`config.mk`:
```
export PLATFORM = sky130hd
export DESIGN_NAME = apb_gpio_irq
export DESIGN_NICKNAME = d
export VERILOG_FILES = /design/src/rtl/apb_gpio_pkg.sv /design/src/rtl/gpio_sync_edge.sv /design/src/rtl/apb_gpio_irq.sv
export SDC_FILE = /design/constraint.sdc
export NUM_CORES = 1
export LEC_CHECK = 0
export CAP_MARGIN = 20
export CORE_ASPECT_RATIO = 0.9
export CORE_UTILIZATION = 43
export DETAILED_ROUTE_END_ITERATION = 8
export PLACE_DENSITY = 0.76
export RECOVER_POWER = 100
export SLEW_MARGIN = 30
export SYNTH_ARGS = -nofsm -noshare
export SYNTH_HDL_FRONTEND = slang
export SYNTH_SLANG_ARGS = --single-unit
```
`constraint.sdc`:
```
create_clock -name PCLK -period 1.9 [get_ports PCLK]
set_input_delay 0.38 -clock PCLK [delete_from_list [all_inputs] [get_ports PCLK]]
set_output_delay 0.38 -clock PCLK [all_outputs]
set_load 0.02 [all_outputs]
```
`src/rtl/apb_gpio_pkg.sv`:
```
// Shared definitions for the APB GPIO slave: register offsets, bus FSM states
// and the byte-strobe expansion helper.
package apb_gpio_pkg;

  // Word offsets, decoded from PADDR[4:2]
  localparam logic [2:0] OFS_DIR        = 3'd0;
  localparam logic [2:0] OFS_DATA_OUT   = 3'd1;
  localparam logic [2:0] OFS_DATA_IN    = 3'd2;
  localparam logic [2:0] OFS_RISE_EN    = 3'd3;
  localparam logic [2:0] OFS_FALL_EN    = 3'd4;
  localparam logic [2:0] OFS_IRQ_STATUS = 3'd5;
  localparam logic [2:0] OFS_SET        = 3'd6;
  localparam logic [2:0] OFS_CLR        = 3'd7;

  typedef enum logic [1:0] {
    IDLE,
    SETUP,
    ACCESS
  } apb_state_e;

  // Expand PSTRB into a 32-bit mask, one byte per strobe bit
  function automatic logic [31:0] strb_to_mask(input logic [3:0] strb);
    logic [31:0] m;
    m = '0;
    for (int unsigned k = 0; k < 4; k++) begin
      if (strb[k]) m[8*k +: 8] = '1;
    end
    return m;
  endfunction

endpackage

```
`src/rtl/gpio_sync_edge.sv`:
```
// Input synchronizer plus one-cycle history for raw edge detection.
module gpio_sync_edge #(
  parameter int unsigned GPIO_W      = 8,
  parameter int unsigned SYNC_STAGES = 2
) (
  input  logic              clk,
  input  logic              rst_n,
  input  logic [GPIO_W-1:0] din,
  output logic [GPIO_W-1:0] sync,
  output logic [GPIO_W-1:0] rise_raw,
  output logic [GPIO_W-1:0] fall_raw
);

  logic [SYNC_STAGES-1:0][GPIO_W-1:0] pipe;
  logic [GPIO_W-1:0]                  prev;

  // Shift pins through the synchronizer chain and keep the previous synced value
  always_ff @(posedge clk or negedge rst_n) begin
    if (!rst_n) begin
      pipe <= '0;
      prev <= '0;
    end else begin
      pipe <= {pipe[SYNC_STAGES-2:0], din};
      prev <= pipe[SYNC_STAGES-1];
    end
  end

  assign sync     = pipe[SYNC_STAGES-1];
  assign rise_raw = sync & ~prev;
  assign fall_raw = ~sync & prev;

endmodule

```
`src/rtl/apb_gpio_irq.sv`:
```
// APB3 GPIO slave: direction, output data with atomic set/clear, synchronized
// inputs and W1C edge interrupt status with a single registered IRQ line.
module apb_gpio_irq
  import apb_gpio_pkg::*;
#(
  parameter int unsigned GPIO_W      = 8,
  parameter int unsigned ADDR_W      = 12,
  parameter int unsigned SYNC_STAGES = 2,
  parameter int unsigned WAIT_STATES = 0
) (
  input  logic              PCLK,
  input  logic              PRESETn,
  input  logic              PSEL,
  input  logic              PENABLE,
  input  logic [ADDR_W-1:0] PADDR,
  input  logic              PWRITE,
  input  logic [3:0]        PSTRB,
  input  logic [31:0]       PWDATA,
  output logic [31:0]       PRDATA,
  output logic              PREADY,
  output logic              PSLVERR,
  input  logic [GPIO_W-1:0] GPIO_DATA_IN,
  output logic [GPIO_W-1:0] GPIO_DATA_OUT,
  output logic [GPIO_W-1:0] GPIO_DIR,
  output logic              IRQ
);

  localparam logic [2:0] WAIT_MAX = 3'(WAIT_STATES);

  apb_state_e        state_q, state;
  logic [2:0]        wait_cnt;
  logic              done_q;
  logic              ready;
  logic              err;
  logic              commit;
  logic [2:0]        ofs;
  logic [31:0]       mask32;
  logic [GPIO_W-1:0] wm;
  logic [GPIO_W-1:0] w1c_mask;
  logic [GPIO_W-1:0] events;
  logic [31:0]       rd_val;
  logic [31:0]       prdata_q;
  logic              irq_q;

  logic [GPIO_W-1:0] dir_q, out_q, rise_en_q, fall_en_q, status_q;
  logic [GPIO_W-1:0] sync, rise_raw, fall_raw;

  logic unused_bits;
  assign unused_bits = ^{PADDR[1:0], PWDATA, mask32};

  gpio_sync_edge #(
    .GPIO_W      (GPIO_W),
    .SYNC_STAGES (SYNC_STAGES)
  ) u_sync (
    .clk      (PCLK),
    .rst_n    (PRESETn),
    .din      (GPIO_DATA_IN),
    .sync     (sync),
    .rise_raw (rise_raw),
    .fall_raw (fall_raw)
  );

  // state_q holds the previous cycle's phase; state classifies the current
  // cycle from it and the live bus so PREADY can rise in the first access cycle
  always_comb begin
    state = IDLE;
    unique case (state_q)
      IDLE: begin
        if (PSEL && !PENABLE) state = SETUP;
      end
      SETUP: begin
        if (PSEL && PENABLE)  state = ACCESS;
        else if (PSEL)        state = SETUP;
      end
      ACCESS: begin
        if (PSEL && !PENABLE)                  state = SETUP;
        else if (!done_q && PSEL && PENABLE)   state = ACCESS;
      end
      default: state = IDLE;
    endcase
  end

  // Bus phase register, wait-state counter and completion flag
  always_ff @(posedge PCLK or negedge PRESETn) begin
    if (!PRESETn) begin
      state_q  <= IDLE;
      wait_cnt <= '0;
      done_q   <= 1'b0;
    end else begin
      state_q <= state;
      done_q  <= ready;
      if (state == SETUP)
        wait_cnt <= '0;
      else if (state == ACCESS && wait_cnt != WAIT_MAX)
        wait_cnt <= wait_cnt + 3'd1;
    end
  end

  assign ready    = (state == ACCESS) && (wait_cnt == WAIT_MAX);
  assign ofs      = PADDR[4:2];
  assign err      = (|PADDR[ADDR_W-1:5]) || (PWRITE && ofs == OFS_DATA_IN);
  assign commit   = PSEL && PENABLE && ready && PWRITE && !err;
  assign mask32   = strb_to_mask(PSTRB);
  assign wm       = PWDATA[GPIO_W-1:0] & mask32[GPIO_W-1:0];
  assign w1c_mask = (commit && ofs == OFS_IRQ_STATUS) ? wm : '0;
  assign events   = (rise_raw & ~dir_q & rise_en_q) | (fall_raw & ~dir_q & fall_en_q);

  // Read mux, zero-extended above GPIO_W
  always_comb begin
    rd_val = '0;
    case (ofs)
      OFS_DIR:        rd_val[GPIO_W-1:0] = dir_q;
      OFS_DATA_OUT:   rd_val[GPIO_W-1:0] = out_q;
      OFS_DATA_IN:    rd_val[GPIO_W-1:0] = sync;
      OFS_RISE_EN:    rd_val[GPIO_W-1:0] = rise_en_q;
      OFS_FALL_EN:    rd_val[GPIO_W-1:0] = fall_en_q;
      OFS_IRQ_STATUS: rd_val[GPIO_W-1:0] = status_q;
      default:        rd_val = '0;
    endcase
  end

  // Control registers, byte-lane masked; SET/CLR modify DATA_OUT in place
  always_ff @(posedge PCLK or negedge PRESETn) begin
    if (!PRESETn) begin
      dir_q     <= '0;
      out_q     <= '0;
      rise_en_q <= '0;
      fall_en_q <= '0;
    end else if (commit) begin
      case (ofs)
        OFS_DIR:      dir_q     <= (dir_q     & ~mask32[GPIO_W-1:0]) | wm;
        OFS_DATA_OUT: out_q     <= (out_q     & ~mask32[GPIO_W-1:0]) | wm;
        OFS_RISE_EN:  rise_en_q <= (rise_en_q & ~mask32[GPIO_W-1:0]) | wm;
        OFS_FALL_EN:  fall_en_q <= (fall_en_q & ~mask32[GPIO_W-1:0]) | wm;
        OFS_SET:      out_q     <= out_q | wm;
        OFS_CLR:      out_q     <= out_q & ~wm;
        default:      ;
      endcase
    end
  end

  // Interrupt status: new events win over a same-cycle W1C; IRQ lags one cycle
  always_ff @(posedge PCLK or negedge PRESETn) begin
    if (!PRESETn) begin
      status_q <= '0;
      irq_q    <= 1'b0;
    end else begin
      status_q <= (status_q & ~w1c_mask) | events;
      irq_q    <= |status_q;
    end
  end

  // Read data captured ahead of the ready cycle
  always_ff @(posedge PCLK or negedge PRESETn) begin
    if (!PRESETn) prdata_q <= '0;
    else          prdata_q <= (PSEL && !PWRITE && !err) ? rd_val : '0;
  end

  assign PREADY        = ready;
  assign PSLVERR       = ready && err;
  assign PRDATA        = ready ? prdata_q : '0;
  assign IRQ           = irq_q;
  assign GPIO_DIR      = dir_q;
  assign GPIO_DATA_OUT = out_q & dir_q;

endmodule
```
==> reports/metrics.cfg <==
[cts]
clockRootBuffer = clkbuf_8
cts_buffer_depth = 2
cts_max_level = 3
cts_made_buffers = 9
cts_tree = built
path_clk_slew_ns = 0.07
clock_latency_ns = 0.36
cts.sinks = 79

[die]
start_util = 0.449
chipHeight_um = 92.4
die_w_um = 102
core_sq_um = 8690
num_rows = 32
die_area_sq_um = 9460
ios = 112

[final_layout]
final_area_sq_um = 5320
fillers = 692
final_cell_mix = 78 x dfrtp_1, 39 x buf_4, 30 x clkdlybuf4s50_1
drive_above_1_share = 0.309
antennaDiodeCount = 0
final_common_cell = dfrtp_1
syn_to_final_growth_pct = 36.4
fin_nets = 511
final_util = 0.612

[worst_setup_path]
critPathRequiredTime_ns = 1.52
crit_path_end_kind = primary output
cp_max_fo = 5
cp-start-kind = register
arrival_ns = 1.84
worstSetupPathType = register to primary output

[yosys]
async_reset_ff_frac = 1.00
seq_area_frac_synth = 0.507
syn-cell-area_sq_um = 3900
syn_inst = 342
synth_edf_count = 0
ys.warnings.count = 0
syn_avg_cell_area_sq_um = 11.4
synth_ff_type = dfrtp_1
yosys_register_bits = 79
synthDistinctLibCells = 45

[worst_hold_path]
hp-class = register to register

[sta]
relSlewSlack = 0.406
maxSlewViolCount = 0
grt_setup_unrepaired = true
finalHoldViolCount = 0
finalCritPeriodShare = 1.17
tightest_slew_ns = 0.891
finalSetupViolCount = 50
setup_slack_ns = -0.318
period_minus_slack_ns = 2.22
max_freq_mhz = 451
clock-skew-final_ns = 0.0101
whs_ns = 0.351

[flow_run]
cap_violations = 0

[grt]
antenna_found_initial = 0
grt.overflow.total = 0
track_usage = 0.217
grt_first_pass_wirelength_mm = 15.2
grt_max_degree = 37
grt_pass1_vias = 3007

[drt]
viasPerCell = 5.38
first_iter_violations = 265
route.vias.total = 3078
drt_pre_antenna_iters = 5
drt_wl_total_mm = 9.49
drcViolationCount = 0
wl_per_cell_um = 16.6
ant_nets = 0

[placement]
port-buffer-count = 58
dpl_cell_area_sq_um = 4790
hpwl_mm = 6.32
place_congestion = 0.803

[status]
violations = negative setup slack
status = finished, violations left

[pwr]
ir_worst_vdd_mv = 0.440
power_w = 0.00354
p_leak_nw = 2.44
p_per_area_nw_per_um2 = 666

cells in the mapped netlist, types with 2 or more instances:
library cell  number  area share
a21bo_2            8       0.021
nand2_1            3      0.0029
inv_1             20       0.019
ha_1               2      0.0064
a211oi_1           9       0.017
and4_1             2      0.0045
and2_1            17       0.027
nor2b_1            4      0.0064
nand3_1            4      0.0051
mux2i_1           10       0.026
nor4_1             2      0.0032
buf_2              3      0.0038
dfrtp_1           79        0.51
clkbuf_1           7      0.0067
buf_4             25       0.048
o32ai_1            8       0.018
nand3b_1          17       0.033
a21oi_1           22       0.028
mux2_2            31       0.089
a22oi_1            6       0.012
o21ai_0            9       0.012
nand4_1            3      0.0048
nor2_1            17       0.016
buf_1              4      0.0038
a222oi_1           8       0.021
o22a_1             3      0.0067
report_power, final:
part	internal, W	total, W	switching [W]
clock	0.000871	0.00148	0.000606
combinational	0.000143	0.000342	0.000198
sequential	0.00171	0.00173	0.0000166
total	0.00272	0.00354	0.000821
critical path, stage by stage, from the launching register on:
cell and delay [ns]:
dfrtp_1 0.36, and2b_2 0.25, o2111ai_4 0.32, clkinvlp_4 0.25, and2_4 0.18, buf_6 0.12
stage by stage:
step	setup TNS, ns	setup WS (ns)	instances
after global routing	-15.43	-0.428	572
after detailed placement	-23.05	-0.639	541
final	-9.68	-0.318	572
after CTS	-13.06	-0.371	570
after global placement	-21.04	-0.627	541
after floorplan	-0.220	-0.0275	365
area by class of cell:
type	instances	area (sq um)	share of cell area
Sequential cell	79	1980	0.372
Multi-Input combinational cell	227	1850	0.348
Timing Repair Buffer	110	1020	0.192
Tap cell	119	149	0.0280
Clock buffer	10	128	0.0240
Clock inverter	6	109	0.0205
Inverter	20	77.6	0.0146
Timing Repair inverter	1	7.51	0.00141
final timing paths:
path                                          startpoint                  endpoint  slack, ns  cells after the start
worst max-delay path                state_q[1]$_DFF_PN0_                 PRDATA[7]      -0.32                      5
worst min-delay path            u_sync.pipe[3]$_DFF_PN0_  u_sync.sync[3]$_DFF_PN0_       0.35                      0
worst max register to register   wait_cnt[0]$_DFFE_PN0P_                  register      -0.30                      9
worst min register to register  u_sync.pipe[3]$_DFF_PN0_  u_sync.sync[3]$_DFF_PN0_       0.35                      0
max in group asynchronous                        PRESETn     prdata_q[3]$_DFF_PN0_       0.20                      3
min in group asynchronous                        PRESETn  u_sync.pipe[4]$_DFF_PN0_       0.67                      2
logic make-up after synthesis:
group	synth area share
simple gates	0.132
compound gates	0.155
flops	0.507
buf+inv	0.0818
fa+ha+maj	0.00641
xor+xnor	0.00225
mux	0.115
other cells	0.000961
metal layers:
metal | global-route usage | share of wire
met5 | 0 | 0
met4 | 0.111 | 0.026
met3 | 0.0408 | 0.061
met2 | 0.333 | 0.47
met1 | 0.294 | 0.44
what timing repair did:
| action | 4_1_cts | 5_1_grt |
|---|---|---|
| setup endpoints to repair | 56 | 51 |
| pin swaps | 27 | 5 |
| cloned | 1 | 0 |
| endpoints found under the hold margin | 34 | 0 |
| hold buffers | 1 | 0 |
| buffers inserted | 12 | 3 |
| gates resized for setup | 101 | 18 |
Power figures use the tool's default switching activity.
